## config.mk

```make
export PLATFORM = sky130hd
export DESIGN_NAME = coord_bank_writer
export DESIGN_NICKNAME = d
export VERILOG_FILES = /design/src/rtl/coord_bank_writer.sv
export SDC_FILE = /design/constraint.sdc
export NUM_CORES = 1
export LEC_CHECK = 0
export ABC_AREA = 1
export CAP_MARGIN = 40
export CORE_MARGIN = 2
export CORE_UTILIZATION = 42
export DETAILED_ROUTE_END_ITERATION = 12
export GPL_TIMING_DRIVEN = 1
export PLACE_DENSITY = 0.65
export SETUP_SLACK_MARGIN = 0.15
export SLEW_MARGIN = 20
export SYNTH_ARGS = -nofsm -noshare
export SYNTH_HDL_FRONTEND = slang
export SYNTH_SLANG_ARGS = --single-unit
```

## constraint.sdc

```tcl
create_clock -name clk -period 1.5 [get_ports clk]
set_input_delay 0.15 -clock clk [delete_from_list [all_inputs] [get_ports clk]]
set_output_delay 0.15 -clock clk [all_outputs]
set_load 0.02 [all_outputs]
```

## src/rtl/coord_bank_writer.sv

```systemverilog
// coord_bank_writer: write side of the sprite coordinate path.
// Coordinate writes land in per-slot shadow registers via a valid/ready
// handshake. On each frame boundary the pending shadows are copied into the
// active (x,y) pairs that feed the coordinate mux, so sprites never tear
// mid-frame.
// Optional build macro: COORD_CLAMP_EN clamps accepted coordinates to
// X_MAX / Y_MAX. When it is undefined, values are stored verbatim.
//
// state  | meaning
// IDLE   | ready for a write unless a commit is requested
// ACK    | one-cycle handshake recovery after an accept
// COMMIT | copy pending shadows to the active pairs
module coord_bank_writer #(
    parameter int X_MAX = 639,
    parameter int Y_MAX = 479
) (
    input  logic        clk,
    input  logic        reset_n,
    input  logic        wr_valid,
    output logic        wr_ready,
    input  logic [1:0]  wr_slot,
    input  logic [10:0] wr_x,
    input  logic [9:0]  wr_y,
    input  logic        frame_start,
    output logic [10:0] x1,
    output logic [10:0] x2,
    output logic [10:0] x3,
    output logic [10:0] x4,
    output logic [9:0]  y1,
    output logic [9:0]  y2,
    output logic [9:0]  y3,
    output logic [9:0]  y4,
    output logic [3:0]  pending,
    output logic        commit_done
);

    typedef enum logic [1:0] {IDLE, ACK, COMMIT} state_t;

    state_t            state_q, state_d;
    logic              wr_ready_q, wr_ready_d;
    logic              commit_req_q, commit_req_d;
    logic              commit_done_q, commit_done_d;
    logic [3:0]        pending_q, pending_d;
    logic [3:0][10:0]  sh_x_q, sh_x_d, act_x_q, act_x_d;
    logic [3:0][9:0]   sh_y_q, sh_y_d, act_y_q, act_y_d;
    logic [10:0]       x_in;
    logic [9:0]        y_in;

    // Value that gets stored on accept (clamped when the feature is built in).
    always_comb begin
`ifdef COORD_CLAMP_EN
        x_in = (wr_x > 11'(X_MAX)) ? 11'(X_MAX) : wr_x;
        y_in = (wr_y > 10'(Y_MAX)) ? 10'(Y_MAX) : wr_y;
`else
        x_in = wr_x;
        y_in = wr_y;
`endif
    end

    // Next-state, shadow/active update and handshake logic.
    always_comb begin
        state_d       = state_q;
        commit_req_d  = commit_req_q;
        commit_done_d = 1'b0;
        pending_d     = pending_q;
        sh_x_d        = sh_x_q;
        sh_y_d        = sh_y_q;
        act_x_d       = act_x_q;
        act_y_d       = act_y_q;
        case (state_q)
            IDLE: begin
                if (commit_req_q) begin
                    state_d = COMMIT;
                end else if (wr_valid && wr_ready_q) begin
                    sh_x_d[wr_slot]    = x_in;
                    sh_y_d[wr_slot]    = y_in;
                    pending_d[wr_slot] = 1'b1;
                    state_d            = ACK;
                end
            end
            // A frame_start that coincided with the accept goes straight to
            // COMMIT, giving the 3-edge minimum accept-to-visible latency.
            ACK: state_d = commit_req_q ? COMMIT : IDLE;
            COMMIT: begin
                for (int i = 0; i < 4; i++) begin
                    if (pending_q[i]) begin
                        act_x_d[i] = sh_x_q[i];
                        act_y_d[i] = sh_y_q[i];
                    end
                end
                pending_d     = '0;
                commit_req_d  = 1'b0;
                commit_done_d = 1'b1;
                state_d       = IDLE;
            end
            default: state_d = IDLE;
        endcase
        // A new frame boundary always wins over the clear in COMMIT.
        if (frame_start) commit_req_d = 1'b1;
        wr_ready_d = (state_d == IDLE) && !commit_req_d;
    end

    // State and datapath registers.
    always_ff @(posedge clk or negedge reset_n) begin
        if (!reset_n) begin
            state_q       <= IDLE;
            wr_ready_q    <= 1'b0;
            commit_req_q  <= 1'b0;
            commit_done_q <= 1'b0;
            pending_q     <= '0;
            sh_x_q        <= '0;
            sh_y_q        <= '0;
            act_x_q       <= '0;
            act_y_q       <= '0;
        end else begin
            state_q       <= state_d;
            wr_ready_q    <= wr_ready_d;
            commit_req_q  <= commit_req_d;
            commit_done_q <= commit_done_d;
            pending_q     <= pending_d;
            sh_x_q        <= sh_x_d;
            sh_y_q        <= sh_y_d;
            act_x_q       <= act_x_d;
            act_y_q       <= act_y_d;
        end
    end

    assign wr_ready    = wr_ready_q;
    assign commit_done = commit_done_q;
    assign pending     = pending_q;
    assign x1 = act_x_q[0];
    assign x2 = act_x_q[1];
    assign x3 = act_x_q[2];
    assign x4 = act_x_q[3];
    assign y1 = act_y_q[0];
    assign y2 = act_y_q[1];
    assign y3 = act_y_q[2];
    assign y4 = act_y_q[3];

endmodule
```

After elaboration in Yosys (flattened, before gate mapping)
Cells that the tools add are included.
{ "classes": {"mux": 18, "n_lt_le_gt_ge": 2, "bitwise": 2, "n_reduce_logical": 13, "n_eq_ne": 4} }
{ "ops": {"columns": ["cell", "count"], "rows": [
  ["bitwise mux 44 bit", 1],
  ["bitwise mux 40 bit", 1],
  ["demux 11 bit (select 2 bit)", 1],
  ["demux 10 bit (select 2 bit)", 1],
  ["2-to-1 mux 11 bit", 1],
  ["2-to-1 mux 10 bit", 1],
  ["2-to-1 mux 4 bit", 2],
  ["one-hot mux 4 bit (2 select lines)", 1],
  ["AND reduction 2 bit", 4],
  ["2-to-1 mux 2 bit", 3],
  ["AND reduction 3 bit", 2],
  ["zero test 2 bit", 2],
  ["2-to-1 mux 1 bit", 4],
  ["!= test 2 bit, second input constant", 2],
  ["OR 4 bit", 1],
  ["one-hot mux 2 bit (2 select lines)", 1],
  ["logical AND 1 bit", 3],
  ["< comparator 2 x 3 -> 1 bit, second input constant", 1],
  ["demux 1 bit (select 2 bit)", 1],
  ["== test 2 x 1 -> 1 bit, second input constant", 1],
  ["== test 2 bit, second input constant", 1],
  ["greater-or-equal comparator 2 x 1 -> 1 bit, second input constant", 1],
  ["nonzero test 2 bit", 1],
  ["zero test 1 bit", 1],
  ["NOT 1 bit", 1]
]} }
{ "totals": {"out_inout_bits": 90, "input_bits": 27, "ff_bits": 177} }

Depth between registers and ports, before layout
Gate-level depths: netlist (run 1).
{ "logic_depth": {"depth_word": 8, "ltp_mapped": 7, "mapped_depth_nobuf": 5} }

Least setup slack after synthesis (run 1)
No wires, ideal clock.
{ "synth_path": {"path_kind": "register to register", "startpoint": "reg wr_ready_q, in the netlist wr_ready", "endpoint": "reg sh_x_q[33] (netlist name)", "setup_time_ns": 0.066, "stages_incl_launch_ff": 7, "slack_ns": 0.251, "period_less_slack_ns": 1.249, "arrival_time_ns": 1.183, "cell_sequence": "dfrtp_1 -> nand2_1 -> nor2_2 -> buf_4 -> buf_4 -> nand4_1 -> nand2_1"} }
{ "synth_via": {"elab_chain_len": 2} }
{ "synth_lines": {"columns": ["item", "line", "text"], "rows": [
  ["start: declaration", "40", "logic wr_ready_q, wr_ready_d;"],
  ["start signal: assignment", "117", "wr_ready_q <= wr_ready_d;"],
  ["logical AND 1 bit", "74", "end else if (wr_valid && wr_ready_q) begin"],
  ["AND reduction 3 bit (no line)", null, null],
  ["end signal: assignment", "111", "sh_x_q <= '0;"],
  ["end signal: assignment", "121", "sh_x_q <= sh_x_d;"],
  ["end: declaration", "44", "logic [3:0][10:0] sh_x_q, sh_x_d, act_x_q, act_x_d;"]
]} }
No other way between the ends.
A chain may end at the register's enable or synchronous reset.

Worst setup path after layout (run 1)
{ "layout_path": {"startpoint": "reg state_q[1]", "endpoint": "reg act_y_q, in the netlist y4[3]"} }
{ "layout_via": {"elab_chain_len": 2} }
{ "layout_lines": {"columns": ["item", "line", "text"], "rows": [
  ["start: declaration", "39", "state_t state_q, state_d;"],
  ["start signal: assignment", "116", "state_q <= state_d;"],
  ["== test 2 bit", "70", "case (state_q)"],
  ["AND reduction 2 bit (no line)", null, null],
  ["end signal: assignment", "124", "act_y_q <= act_y_d;"],
  ["end: declaration", "45", "logic [3:0][9:0] sh_y_q, sh_y_d, act_y_q, act_y_d;"]
]} }
No other way between the ends.

==> results.py, run 1 <==
metrics = {
    "run_status": {
        "outcome": "finished clean",
    },
    "critical_path": {
        "critical_path.cell_chain": "inv_2 > nor2_4 > buf_4 > nand2_2 > buf_4 > nand2_1 > nand2_1",
        "critical_path_arrival_ns": 1.64,
        "maximum_fanout_count_along_the_critical_path": 7,
        "setup.worst_path.start_class": "flip-flop",
        "critical_path.n_buffers_inverters": 3,
        "crit_path_end_kind": "flip-flop",
        "path_delay_family": "flip-flops",
        "timing.critical_path.slowest_stage_cell": "sky130_fd_sc_hd__dfrtp_1",
        "setup.worst_path.class": "reg2reg",
        "worst_ep_required_time_ns": 1.82,
        "timing.critical_path.slowest_cell_delay_ns": 0.42,
    },
    "sta": {
        "setup_repair_after_global_routing_missed_its_margin": "yes",
        "setup_viol": 0,
        "tightestPinTransition_ns": 0.420,
        "timing.final.crit_share_pct": 87.9,
        "max-slew-margin-rel_pct": 72.0,
        "final.min_clock_period_ns": 1.32,
        "clk_skew_ns": 0.0109,
        "final-hold-violation-count": 0,
        "finalMaxSlewViolations": 0,
        "fmax_mhz": 758,
    },
    "route": {
        "detailedRoute.firstIterationViolations": 529,
        "route.antenna.remaining_nets": 0,
        "wl_per_cell_um": 16.1,
        "detail_route.wirelength_um": 18300,
        "detail_route.drc_violations": 0,
        "dr.pass1.iters": 9,
        "routed_via_density": 5.09,
        "via_count": 5770,
    },
    "layout": {
        "final_cell_mix": "339 x sky130_fd_sc_hd__nand2_1, 177 x sky130_fd_sc_hd__dfrtp_1, 89 x sky130_fd_sc_hd__dlygate4sd2_1",
        "postLayoutCellArea_mm2": 0.00925,
        "num-nets-final": 928,
        "antenna_cells_inserted": 0,
        "finish.cell_count_without_fillers": 1134,
        "leading_cell_type_in_the_layout_fill_and_taps_excluded": "sky130_fd_sc_hd__nand2_1",
        "nFillCells": 1540,
        "fraction_of_final_layout_cells_with_drive_strength_greater_than_1_pct": 10.2,
        "area.growth.synth_to_final_pct": 29.5,
    },
    "cts": {
        "cts_made_buffers": 17,
        "htree_num_levels": 4,
        "clkSinkCount": 177,
        "clk-insertion-delay-late_ns": 0.43,
        "clk_transition_reported_paths_ns": 0.07,
        "cts.root.buffer_cell": "sky130_fd_sc_hd__clkbuf_16",
        "tritoncts_clock_tree": "built",
        "clock_path_buffers": 2,
    },
    "placed_design": {
        "place.detailed.instances": 1092,
        "detailedPlacementHpwl_um": 11900,
        "port_buffers": 116,
        "dpl_cell_area_mm2": 0.00863,
        "globalplace.congestion": 0.794,
    },
    "die": {
        "die_width_um": 134,
        "floorplan.initialDensity_pct": 43.1,
        "fp.dieArea_mm2": 0.0181,
        "num_io_pins": 117,
        "chipHeight_um": 134,
        "fp-row-count": 47,
        "core-area_mm2": 0.0166,
    },
    "job": {
        "max_cap_viols": 0,
    },
    "global_route": {
        "maximum_number_of_pins_on_one_net_before_global_route_repair": 76,
        "globalRoute.totalOverflow": 0,
        "grt_pass1_wl_um": 29800,
        "antenna_found_initial": 0,
        "grt_pass1_vias": 5761,
        "grtUsageTotal_pct": 21.2,
    },
    "yosys": {
        "post_synth_inst_count": 775,
        "yosysTopAreaCellShare_pct": 62.0,
        "seq_cells_post_synth": 177,
        "post_synth_top_area_cell": "sky130_fd_sc_hd__dfrtp_1",
        "yosys-top-cells-area": "sky130_fd_sc_hd__dfrtp_1 62%, sky130_fd_sc_hd__nand2_1 18%, sky130_fd_sc_hd__nand4_1 7.4%, sky130_fd_sc_hd__nand3_1 6.2%, sky130_fd_sc_hd__buf_4 1.7%",
        "synthDistinctLibCells": 17,
        "count_of_warnings_emitted_by_yosys": 0,
        "mappedNetlistNets": 802,
        "post_synth_instance_area_mm2": 0.00715,
        "synthesized_area_per_cell_um2": 9.22,
        "ys_seq_area_share_pct": 62.0,
    },
    "power_and_ir_drop": {
        "p_leak_nw": 5.30,
        "maximum_vdd_drop_mv": 0.939,
        "pwr_per_cell_area_mw_per_mm2": 1520,
    },
    "worst_hold_path": {
        "timing.hold.worst.class": "in2async",
    },
}
[worst paths after layout]
kind                                       from  cells after the start  slack, ns                endpoint
max                        state_q[1]$_DFF_PN0_                      7       0.18       y4[3]$_DFFE_PN0P_
min                                     reset_n                      2       0.08       x2[4]$_DFFE_PN0P_
max reg2reg                state_q[1]$_DFF_PN0_                      7       0.18       y4[3]$_DFFE_PN0P_
min reg2reg                   y1[0]$_DFFE_PN0P_                      2       0.46       y1[0]$_DFFE_PN0P_
max in group asynchronous               reset_n                      3       0.82       y2[7]$_DFFE_PN0P_
min in group clk                    frame_start                      2       0.33  commit_req_q$_DFF_PN0_
[flip-flops by register name (all words and copies together), names as in the netlist, 10 cells and up]
name,flops
x4,11
sh_y_q,40
x1,11
x3,11
y4,10
sh_x_q,44
y1,10
y3,10
y2,10
x2,11
[stage by stage]
| stage | worst slack (ns) | power [mW] | hold slack (ns) | TNS [ns] | util [%] |
|---|---|---|---|---|---|
| after floorplan | 0.251 | 8.40 | -0.146 | 0 | - |
| after global routing | 0.0948 | 14.9 | 0.0715 | 0 | 55.8 |
| after global placement | -0.0276 | 9.53 | -0.0478 | -0.481 | 52.0 |
| after detailed placement | -0.0423 | 9.60 | -0.0474 | -0.343 | 52.0 |
| final | 0.181 | 14.1 | 0.0767 | 0 | 55.8 |
| after CTS | 0.0995 | 14.0 | 0.0639 | 0 | 55.3 |
[per-layer routing]
| metal | GRT usage [%] | up-vias | wire length, um |
|---|---|---|---|
| met5 | 0 | - | 0 |
| met2 | 31.8 | 132 | 8280 |
| met4 | 7.31 | 0 | 310 |
| met1 | 31.2 | 2795 | 8950 |
| met3 | 3.63 | 25 | 744 |
| li1 | - | 2818 | - |
[cell type report]
cell class              count  area, um^2  share of cell area [%]
well taps                 220         275                    2.98
flip-flops and latches    177        4430                    47.9
inverters                   9        33.8                   0.365
clock buffers              19         453                    4.90
multi-input cells         529        2360                    25.5
repair buffers            167        1560                    16.9
clock inverters            13         134                    1.45
[timing repair]
item                                    4_1_cts  5_1_grt
gates resized for setup                      97       19
endpoints found under the hold margin       177        0
hold buffers                                  1        0
gates cloned                                  0        2
pin swaps                                     1        1
endpoints found under the setup margin      153      134
setup buffers                                 4        3
[cell usage after synthesis, drive strengths merged]
cell / instances
buf: 44
clkbuf: 16
a21oi: 4
nand3: 88
nor2: 9
inv: 9
dfrtp: 177
nand4: 84
o21bai: 1
nand2: 343
[cells by family after synthesis]
logic type,Yosys count,synth area share (%)
buffers and inverters,69,5.38
AND/OR/NAND/NOR,524,32.3
flip-flops,177,62.0
AO/OA/AOI/OAI,5,0.385
[report_power, final]
| part | internal, mW | switching [mW] | total [mW] |
|---|---|---|---|
| Sequential | 5.81 | 0.621 | 6.43 |
| Clock | 2.54 | 1.87 | 4.41 |
| Combinational | 1.19 | 2.06 | 3.25 |
| Total | 9.55 | 4.55 | 14.1 |
Note: power is estimated with default switching activity, not from simulation.
==> run 2, diff against run 1 <==
--- a/config.mk
+++ b/config.mk
@@ -12,7 +12,6 @@
 export DETAILED_ROUTE_END_ITERATION = 12
 export GPL_TIMING_DRIVEN = 1
 export PLACE_DENSITY = 0.65
-export SETUP_SLACK_MARGIN = 0.15
 export SLEW_MARGIN = 20
 export SYNTH_ARGS = -nofsm -noshare
 export SYNTH_HDL_FRONTEND = slang
==> run 2 against run 1 <==
Against the previous run: sequential share of layout area increased by 0.58 points; clock skew about the same; die area unchanged; flip-flop and latch count unchanged; cell area decreased by 1.2%; register-to-register slack got worse by 0.05 ns; total power decreased by 1.8%; routed wire length decreased by 2.1%; global-route usage decreased by 0.073 points.
==> results.py, run 2 (same netlist as run 1, synthesis figures left out) <==
metrics = {
    "cts": {
        "clk_transition_reported_paths_ns": 0.07,
        "htree_num_levels": 4,
        "clkSinkCount": 177,
        "cts_made_buffers": 17,
        "clk-insertion-delay-late_ns": 0.43,
        "tritoncts_clock_tree": "built",
        "clock_path_buffers": 2,
        "cts.root.buffer_cell": "sky130_fd_sc_hd__clkbuf_16",
    },
    "job": {
        "max_cap_viols": 0,
    },
    "critical_path": {
        "timing.critical_path.slowest_cell_delay_ns": 0.43,
        "crit_path_end_kind": "flip-flop",
        "critical_path_arrival_ns": 1.73,
        "setup.worst_path.start_class": "flip-flop",
        "timing.critical_path.slowest_stage_cell": "sky130_fd_sc_hd__dfrtp_1",
        "worst_r2r_startpoint": "state_q[1]$_DFF_PN0_",
        "setup.worst_path.start": "state_q[1]$_DFF_PN0_",
        "setup.worst_path.class": "reg2reg",
        "worst_ep_required_time_ns": 1.86,
        "critical_path.cell_chain": "nor2_4 > buf_4 > nand4_1 > nand2_1",
        "maximum_fanout_count_along_the_critical_path": 40,
    },
    "run_status": {
        "outcome": "finished clean",
    },
    "global_route": {
        "global_route.peak_usage_layer": "met2",
        "grt_util_met2_pct": 31.5,
        "grtUsageTotal_pct": 21.1,
        "grt_pass1_vias": 5719,
        "globalRoute.totalOverflow": 0,
        "maximum_number_of_pins_on_one_net_before_global_route_repair": 76,
        "grt_pass1_wl_um": 29700,
        "gr_met1_demand_resource_pct": 31.2,
        "antenna_found_initial": 0,
        "gr-usage-met3_pct": 3.63,
    },
    "sta": {
        "max-slew-margin-rel_pct": 70.8,
        "setup_viol": 0,
        "tightestPinTransition_ns": 0.437,
        "timing.final.crit_share_pct": 91.6,
        "setup_repair_after_global_routing_missed_its_margin": "no",
        "fmax_mhz": 728,
        "final-hold-violation-count": 0,
        "final.min_clock_period_ns": 1.37,
        "finalMaxSlewViolations": 0,
        "clk_skew_ns": 0.0108,
    },
    "power_and_ir_drop": {
        "comb_power_share_pct": 21.8,
        "clock_power_share_pct": 31.8,
        "power_switching_share_pct": 32.2,
        "netSwitchingPower_mw": 4.46,
        "p_leak_nw": 5.25,
        "pwr_per_cell_area_mw_per_mm2": 1510,
        "finalPower_mw": 13.8,
        "p_int_mw": 9.38,
        "seq_power_share_pct": 46.4,
        "maximum_vdd_drop_mv": 0.894,
    },
    "route": {
        "via_count": 5694,
        "routed_via_density": 5.06,
        "wl_per_cell_um": 15.9,
        "route.antenna.remaining_nets": 0,
        "detail_route.wirelength_um": 17900,
        "detailedRoute.firstIterationViolations": 518,
        "dr.pass1.iters": 5,
        "detail_route.drc_violations": 0,
    },
    "die": {
        "fp.dieArea_mm2": 0.0181,
        "num_io_pins": 117,
        "die_width_um": 134,
        "floorplan.initialDensity_pct": 43.1,
        "chipHeight_um": 134,
        "fp-row-count": 47,
        "core-area_mm2": 0.0166,
    },
    "worst_hold_path": {
        "timing.hold.worst.class": "in2async",
    },
    "layout": {
        "max_flop_register": "sh_x_q",
        "num-nets-final": 920,
        "leading_cell_type_in_the_layout_fill_and_taps_excluded": "sky130_fd_sc_hd__nand2_1",
        "nFillCells": 1550,
        "final_cell_mix": "341 x sky130_fd_sc_hd__nand2_1, 177 x sky130_fd_sc_hd__dfrtp_1, 90 x sky130_fd_sc_hd__dlygate4sd2_1",
        "fraction_of_final_layout_cells_with_drive_strength_greater_than_1_pct": 8.94,
        "final-seq-area_mm2": 0.00443,
        "area.growth.synth_to_final_pct": 27.9,
        "antenna_cells_inserted": 0,
        "largest_reg_flops": 44,
        "largest_registers": "sh_x_q: 44 flops, sh_y_q: 40 flops",
        "postLayoutCellArea_mm2": 0.00914,
        "multiInputGateArea_mm2": 0.00235,
    },
    "placed_design": {
        "dpl_cell_area_mm2": 0.00863,
        "detailedPlacementHpwl_um": 11900,
        "port_buffers": 116,
        "globalplace.congestion": 0.794,
    },
}
-- run 2: cell types whose count changed in the layout (fill, tap and decap cells not counted) --
cell,before,now
sky130_fd_sc_hd__nand2_2,2,0
sky130_fd_sc_hd__nand3_1,87,88
sky130_fd_sc_hd__nand2_1,339,341
sky130_fd_sc_hd__clkbuf_2,1,0
sky130_fd_sc_hd__buf_8,2,0
sky130_fd_sc_hd__nand3_2,1,0
sky130_fd_sc_hd__dlygate4sd2_1,89,90
sky130_fd_sc_hd__buf_4,33,35
sky130_fd_sc_hd__buf_6,9,1
-- run 2: routing by layer --
metal / wire, um / share of wire [%] / vias up
met3: 809 / 4.5 / 25
li1: - / - / 2799
met4: 307 / 1.7 / 0
met5: 0 / 0 / -
met2: 8100 / 45 / 131
met1: 8680 / 49 / 2739
-- run 2: timing repair --
item	4_1_cts	5_1_grt
gates cloned	0	0
hold buffers	1	0
gates resized for setup	90	2
endpoints found under the hold margin	177	0
setup buffers	0	1
endpoints found under the setup margin	90	56
pin swaps	0	1
-- run 2: layout make-up --
type                       instances  area share (%)
inverter                           9           0.370
multi-input combinational        529            25.7
timing repair buffer             159            16.0
clock buffer                      19            4.96
tap                              220            3.01
clock inverter                    13            1.46
sequential                       177            48.5
-- run 2: power by group through the flow --
stage	logic (mW)	registers (mW)	clock network, mW
floorplan	1.78	6.62	0
global placement	3.04	6.49	0
detailed placement	3.11	6.49	0
CTS	2.96	6.42	4.48
global route	3.40	6.55	4.67
finish	3.02	6.42	4.40
-- run 2: final timing paths --
check,endpoint,slack [ns],cells after the start
max,sh_x_q[24]$_DFFE_PN0P_,0.13,4
min,x2[4]$_DFFE_PN0P_,0.08,2
max reg2reg,sh_x_q[24]$_DFFE_PN0P_,0.13,4
min reg2reg,y1[0]$_DFFE_PN0P_,0.46,2
max in group asynchronous,sh_y_q[5]$_DFFE_PN0P_,0.81,3
min in group clk,commit_req_q$_DFF_PN0_,0.34,2
-- run 2: critical path, delay by kind of cell (launching register included) --
family	cells	cell delay, ns
buffers and inverters	1	0.38
flip-flops	1	0.43
AND/OR/NAND/NOR	3	0.50
-- run 2: per-stage QoR --
stage	setup slack [ns]	instances	util [%]	hold slack (ns)	setup TNS, ns
after floorplan	0.251	775	-	-0.146	0
after global placement	-0.0276	1092	52.0	-0.0478	-0.481
after detailed placement	-0.0423	1092	52.0	-0.0474	-0.343
after CTS	0.0222	1125	54.9	0.0639	0
after global routing	0.000792	1126	55.1	0.0715	0
final	0.126	1126	55.1	0.0800	0
